===== config.mk =====
export PLATFORM = sky130hd
export DESIGN_NAME = contador_ad_param
export DESIGN_NICKNAME = d
export VERILOG_FILES = /design/src/rtl/contador_ad_param.sv
export SDC_FILE = /design/constraint.sdc
export NUM_CORES = 1
export LEC_CHECK = 0
export CORE_UTILIZATION = 34
export DETAILED_ROUTE_END_ITERATION = 7
export GPL_TIMING_DRIVEN = 0
export HOLD_SLACK_MARGIN = 0.02
export PLACE_DENSITY_LB_ADDON = 0.08
export REMOVE_ABC_BUFFERS = 1
export SETUP_SLACK_MARGIN = 0.05
export SYNTH_ARGS = -nofsm -noshare
export SYNTH_HDL_FRONTEND = slang
export SYNTH_SLANG_ARGS = --single-unit

===== constraint.sdc =====
create_clock -name clk -period 2.2 [get_ports clk]
set_input_delay 0.44 -clock clk [delete_from_list [all_inputs] [get_ports clk]]
set_output_delay 0.44 -clock clk [all_outputs]
set_load 0.05 [all_outputs]

===== src/rtl/contador_ad_param.sv =====
// Up/down RTC field counter: PS/2 arrow-key edit, cascaded tick with carry, load, runtime max.
// Latency: every update appears on Cuenta one clock after its strobe; edit_act is combinational.
// Backpressure: none; a tick that collides with load, range fix or edit is dropped.
module contador_ad_param #(
    parameter int         N       = 6,
    parameter int         MIN     = 0,
    parameter int         MAX     = 59,
    parameter int         USE_DYN = 0,
    parameter logic [1:0] SEL     = 2'd1,
    parameter logic [7:0] ST_A    = 8'h6C,
    parameter logic [7:0] ST_B    = 8'h75,
    parameter logic [7:0] K_UP    = 8'h73,
    parameter logic [7:0] K_DN    = 8'h72
) (
    input  logic         clk,
    input  logic         rst,
    input  logic [7:0]   estado,
    input  logic [1:0]   en,
    input  logic [7:0]   Cambio,
    input  logic         got_data,
    input  logic         tick,
    input  logic [N-1:0] max_dyn,
    input  logic         load,
    input  logic [N-1:0] load_val,
    output logic [N-1:0] Cuenta,
    output logic         carry,
    output logic         edit_act
);

    localparam logic [N-1:0] MIN_V    = MIN[N-1:0];
    localparam logic [N-1:0] MAX_V    = MAX[N-1:0];
    localparam logic [7:0]   BRK_CODE = 8'hF0;

    typedef enum logic {F_IDLE, F_BREAK} filt_t;

    filt_t        filt, filt_nxt;
    logic [N-1:0] maxv_raw, maxv, load_clamp, cnt_nxt;
    logic         carry_nxt, key_ev;

    assign maxv_raw   = (USE_DYN != 0) ? max_dyn : MAX_V;
    assign maxv       = (maxv_raw < MIN_V) ? MIN_V : maxv_raw;
    assign load_clamp = (load_val < MIN_V) ? MIN_V :
                        (load_val > maxv)  ? maxv  : load_val;
    assign edit_act   = (en == SEL) && ((estado == ST_A) || (estado == ST_B));
    assign key_ev     = got_data && (filt == F_IDLE) && (Cambio != BRK_CODE);

    // The scan code following an F0 prefix is the key release; swallow it.
    always_comb begin
        filt_nxt = filt;
        if (got_data) begin
            filt_nxt = ((filt == F_IDLE) && (Cambio == BRK_CODE)) ? F_BREAK : F_IDLE;
        end
    end

    always_comb begin
        cnt_nxt   = Cuenta;
        carry_nxt = 1'b0;
        if (load) begin
            cnt_nxt = load_clamp;
        end else if (Cuenta > maxv) begin
            cnt_nxt = maxv;
        end else if (edit_act && key_ev && (Cambio == K_UP)) begin
            cnt_nxt = (Cuenta == maxv) ? MIN_V : Cuenta + 1'b1;
        end else if (edit_act && key_ev && (Cambio == K_DN)) begin
            cnt_nxt = (Cuenta == MIN_V) ? maxv : Cuenta - 1'b1;
        end else if (tick) begin
            if (Cuenta == maxv) begin
                cnt_nxt   = MIN_V;
                carry_nxt = 1'b1;
            end else begin
                cnt_nxt = Cuenta + 1'b1;
            end
        end
    end

    always_ff @(posedge clk) begin
        if (rst) begin
            Cuenta <= MIN_V;
            carry  <= 1'b0;
            filt   <= F_IDLE;
        end else begin
            Cuenta <= cnt_nxt;
            carry  <= carry_nxt;
            filt   <= filt_nxt;
        end
    end

endmodule


; Yosys cells after proc, flatten, opt, wreduce, memory -nomap -nowiden
; Cells that the tools add are included.
; Widths: inputs -> output; s select.
[word_totals]
ramBits = 0
elab_cells = 40
latch_bits = 0
n_memories = 0
mem_bits_ro = 0
input_bits = 35
regBits = 8
output_inout_bits = 8
[op_classes]
div = 0
reduce_logical = 11
n_eq_ne = 8
multipliers = 0
mux = 11
bitwise_logic = 2
order_cmp = 3
n_addsub = 2
shifts = 0
[op_table]
columns = operator, count
row1 = $mux 6, 9
row2 = $eq 8x7->1 const B, 4
row3 = $gt 6x6->1 const B, 2
row4 = $eq 8x8->1 const B, 1
row5 = $ne 8x8->1 const B, 1
row6 = $logic_and 1x1->1, 7
row7 = $add 6x1->6 const B, 1
row8 = $eq 6x6->1 const B, 1
row9 = $logic_not 6->1, 1
row10 = $lt 6x1->1 const B, 1
row11 = $reduce_or 6->1, 1
row12 = $sub 6x1->6 const B, 1
row13 = $reduce_bool 5->1, 1
row14 = $eq 2x1->1 const B, 1
row15 = $mux 1, 2
row16 = $not 1->1, 2
row17 = $logic_or 1x1->1, 1

; Depth between registers and ports, before layout
[logic_depth]
word_depth = 9
mapped_depth = 7
ltp_nobuf = 7

; Worst setup path after synthesis
; Ideal clock, no wire load.
[synth_timing]
path_type = in2reg
startpoint = input port estado[0]
endpoint = register Cuenta[1]
setup_time_ns = 0.067
t_required_ns = 2.133
arrival_time_ns = 2.600
path_buffers = 0
path_stages = 6
setup_slack_ns = -0.467
cell_sequence = or3b_4 -> a2111oi_4 -> nand4_2 -> xor2_1 -> a211o_1 -> a21oi_2
[synth_between]
elab_chain_cells = 9
elab_cells_between_ends = 12
cone_classes = eq/ne (2) / mux (4) / reduce/logical (6)
[synth_lines]
columns = item, line
row1 = start: declaration, 17  ; input logic [7:0] estado,
row2 = $eq 8x7->1, 44  ; assign edit_act = (en == SEL) && ((estado == ST_A) || (estado == ST_B));
row3 = $logic_or 1x1->1 *, 44
row4 = $logic_and 1x1->1 *, 44
row5 = via edit_act, 27  ; output logic edit_act
row6 = $logic_and 1x1->1 *, "62, 64"
row7 = $logic_and 1x1->1, 64  ; end else if (edit_act && key_ev && (Cambio == K_DN)) begin
row8 = $mux 6, 64
row9 = $mux 6, 62  ; end else if (edit_act && key_ev && (Cambio == K_UP)) begin
row10 = $mux 6, 60  ; end else if (Cuenta > maxv) begin
row11 = $mux 6, 58  ; if (load) begin
row12 = end signal: assignment, 82  ; Cuenta <= cnt_nxt;
row13 = end: declaration, 25  ; output logic [N-1:0] Cuenta,
; Mark *: on every way through the listed nets, which the timed path passes. The rest lies on a longest branch.
; A chain may end at the register's enable or synchronous reset.

; Final worst setup path
[layout_timing]
startpoint = input port Cambio[2]
endpoint = register Cuenta[3]
[layout_between]
elab_chain_cells = 8
elab_cells_between_ends = 12
cone_classes = eq/ne (3) / mux (4) / reduce/logical (5)
[layout_lines]
columns = item, line
row1 = start: declaration, 19  ; input logic [7:0] Cambio,
row2 = $ne 8x8->1, 45  ; assign key_ev = got_data && (filt == F_IDLE) && (Cambio != BRK_CODE);
row3 = $logic_and 1x1->1, 45
row4 = $logic_and 1x1->1, "62, 64"
row5 = $logic_and 1x1->1, 64
row6 = $mux 6, 64
row7 = $mux 6, 62
row8 = $mux 6, 60
row9 = $mux 6, 58
; Several ways; a longest one is shown, not always the timed one.

==> flow_metrics.py <==
metrics = {
    "sta": {
        "rsz0062_at_grt": "no",
        "setup_tns_ps": 0,
        "setup_viol": 0,
        "slew_violations": 0,
        "finalHoldViolCount": 0,
        "maxSlewHeadroom_pct": 66.2,
        "worst_slack_ps": 79.1,
        "min_period_ps": 2120,
        "tightestPinTransition_ps": 507,
        "hold_ws_ps": 467,
        "skew_ps": 7.87,
        "clock.fmax_mhz": 472,
        "min_period_over_period_pct": 96.4,
    },
    "logic_synthesis": {
        "synth_cells": 97,
        "ys_warn_count": 0,
        "syn_area_per_cell_um2": 8.09,
        "ys_seq_area_share_pct": 20.4,
        "yosysTopAreaCellShare_pct": 20.4,
        "synth-seq-cells": 8,
        "synth_area_um2": 785,
        "yosysTopAreaCell": "dfxtp_1",
        "synthDistinctLibCells": 38,
        "synthTopCellsByArea": "dfxtp_1 20%, ha_1 4.8%, nor3_1 4.5%",
    },
    "clock_network": {
        "clkSinkCount": 8,
        "clk_root_buffer_cell": "clkbuf_4",
        "numCtsBuffers": 3,
        "cts_buffer_depth": 2,
        "cts_tree": "done",
        "ctsHtreeMaxLevel": 1,
        "clkTransAtPathRegs_ps": 60,
        "clk-insertion-delay-late_ps": 250,
    },
    "floorplan": {
        "die_w_um": 50.0,
        "core_area_um2": 2190,
        "die-area_um2": 2500,
        "initial_utilization_pct": 35.8,
        "die-height_um": 50.0,
        "rows": 17,
        "pin_count": 43,
    },
    "power": {
        "peakVddDrop_mv": 0.281,
        "leakage_nw": 0.492,
        "p_comb_share_pct": 42.8,
        "switching_share_pct": 35.5,
        "p_per_area_nw_per_um2": 391,
        "switching_power_mw": 0.179,
        "p_clk_share_pct": 22.1,
        "seq_power_share_pct": 35.2,
        "intPower_mw": 0.325,
    },
    "cells_and_area": {
        "postLayoutCoreUtil_pct": 58.8,
        "area_delta_synth_final_pct": 64.3,
        "fillers": 218,
        "nets": 176,
        "antenna_cells": 0,
        "drive_gt1_share_pct": 20.6,
    },
    "min_path": {
        "worstHoldPathCells": 2,
        "hold_start": "filt",
        "hold_class": "flop to flop",
        "hold_end": "filt",
    },
    "run_status": {
        "status": "finished, final reports clean",
    },
    "grt": {
        "grt_first_pass_wirelength_um": 3510,
        "grt_overflow": 0,
        "antenna_found_initial": 0,
        "grt_pass1_vias": 865,
        "grt_max_degree": 12,
        "track_usage_pct": 18.2,
    },
    "worst_setup_path": {
        "endpoint_kind": "flop",
        "path_max_fanout": 7,
        "worst_r2r_path_depth": 4,
        "critPathTopFamily": "simple AND/OR/NAND/NOR gates",
        "required_ps": 2340,
        "worstSetupPathType": "input pin to flop",
        "cp_slowest_cell": "or4_4",
        "r2r-end": "Cuenta[4]",
        "crit_path_start_kind": "input pin",
        "cp.arrival_ps": 2260,
        "crit_chain": "clkdlybuf4s50_1, nand2b_4, or4_4, nand4_4, and3b_2, nor3_2, a32o_1",
        "crit_buf_inv": 1,
        "r2r_slack_ps": 360,
        "reg2reg_from": "Cuenta[2]",
        "worst_path_largest_cell_delay_ps": 560,
    },
    "route": {
        "drt_iter0_drc": 17,
        "routedWlPerCell_um": 13.3,
        "remaining_drc_errors": 0,
        "postRouteAntennaNets": 0,
        "vias": 882,
        "vias_per_cell": 5.38,
        "routed_wl_um": 2180,
        "dr.pass1.iters": 4,
    },
    "placed_design": {
        "dp_hpwl_um": 1680,
        "io_buffers": 36,
        "place_ws_ps": -883,
        "finalWeightedCongestion": 0.785,
    },
    "run": {
        "drv_cap": 0,
    },
}
## power groups by stage
stage | clock network [mW] | logic (mW) | registers, mW
after global routing | 0.124 | 0.233 | 0.179
after CTS | 0.115 | 0.215 | 0.176
final | 0.111 | 0.215 | 0.177
after detailed placement | 0 | 0.207 | 0.179
after global placement | 0 | 0.205 | 0.179
after floorplan | 0 | 0.0877 | 0.206
## stage by stage
stage | instance area [µm²] | std cells | total power [mW]
after global placement | 1150 | 156 | 0.384
final | 1290 | 164 | 0.504
after CTS | 1270 | 164 | 0.505
after floorplan | 758 | 92 | 0.294
after detailed placement | 1150 | 156 | 0.386
after global routing | 1290 | 164 | 0.536
## logic make-up after synthesis
| kind of cell | Yosys count | synth area share (%) |
|---|---|---|
| AND/OR/NAND/NOR | 52 | 39.7 |
| XOR/XNOR | 8 | 8.93 |
| AO/OA/AOI/OAI | 17 | 20.1 |
| multiplexers | 1 | 1.28 |
| buffers and inverters | 8 | 4.79 |
| adder cells (fa/ha/maj) | 3 | 4.79 |
| flip-flops | 8 | 20.4 |
## cell type report
type	instances	area [µm²]	area share (%)
inverters	3	11.3	0.874
well taps	28	35.0	2.72
multi-input cells	81	666	51.7
flip-flops and latches	8	160	12.4
clock buffers	3	22.5	1.75
repair buffers	41	394	30.6
## timing repair
| action | 4_1_cts | 5_1_grt |
|---|---|---|
| gates resized for setup | 32 | 10 |
| setup endpoints to repair | 8 | 9 |
| buffers inserted | 5 | 0 |
| pin swaps | 17 | 4 |
| hold buffers | 0 | 0 |
## how the worst max path moves through the flow
stage,startpoint,end,slack (ps),cells past startpoint
final,Cambio[2],Cuenta[3],80,7
after global routing,Cambio[2],Cuenta[0],40,8
after CTS,load,Cuenta[3],50,5
after detailed placement,estado[3],edit_act,-880,4
after global placement,estado[3],edit_act,-850,4
after floorplan,estado[0],Cuenta[1],-470,6
## routing by layer
metal	wire length, µm	track usage, %
met1	960	21.3
met2	1150	32.4
met3	66	2.47
met4	9	7.14
met5	0	0
## flip-flops by register name, summed over array words and instances, names as in the netlist
signal	flops
carry	1
Cuenta	6
filt	1
## Yosys cell counts (all sizes together)
cell	n
dfxtp	8
nand2	8
nor2	7
nor3	7
nand2b	5
nand3	5
nor2b	4
o221ai	4
xnor2	4
xor2	4
a21oi	3
a32o	3
buf	3
ha	3
inv	3
nand4	3
and3b	2
clkbuf	2
nand3b	2
nand4b	2
or3b	2
a2111oi	1
a211o	1
a311oi	1
a41oi	1
and2	1
mux2i	1
nor3b	1
nor4	1
nor4bb	1
o211ai	1
o21ai	1
o21bai	1
or4	1
## placed cells by master (no fill, tap or decap), drive strengths merged, types with 2 or more instances in the layout
cell type	synthesis	layout
nand3	5	5
o221ai	4	4
nand2b	5	5
clkdlybuf4s50	0	22
xnor2	4	4
and3b	2	2
nor3	7	7
nand4	3	3
xor2	4	4
nor2	7	7
nand3b	2	2
nand2	8	8
ha	3	3
dlygate4sd2	0	7
a32o	3	3
inv	3	3
nand4b	2	2
a21oi	3	3
nor2b	4	4
or3b	2	2
dlymetal6s2s	0	3
buf	3	6
clkbuf	2	6
dfxtp	8	8
## worst reg2reg max path: cells and delay by family (launching register included)
kind | cells | cell delay [ps]
AND/OR/NAND/NOR | 1 | 410
AO/OA/AOI/OAI | 2 | 600
flip-flops | 1 | 570
buffers and inverters | 1 | 140
No activity file was read; power rests on OpenSTA's default activity.
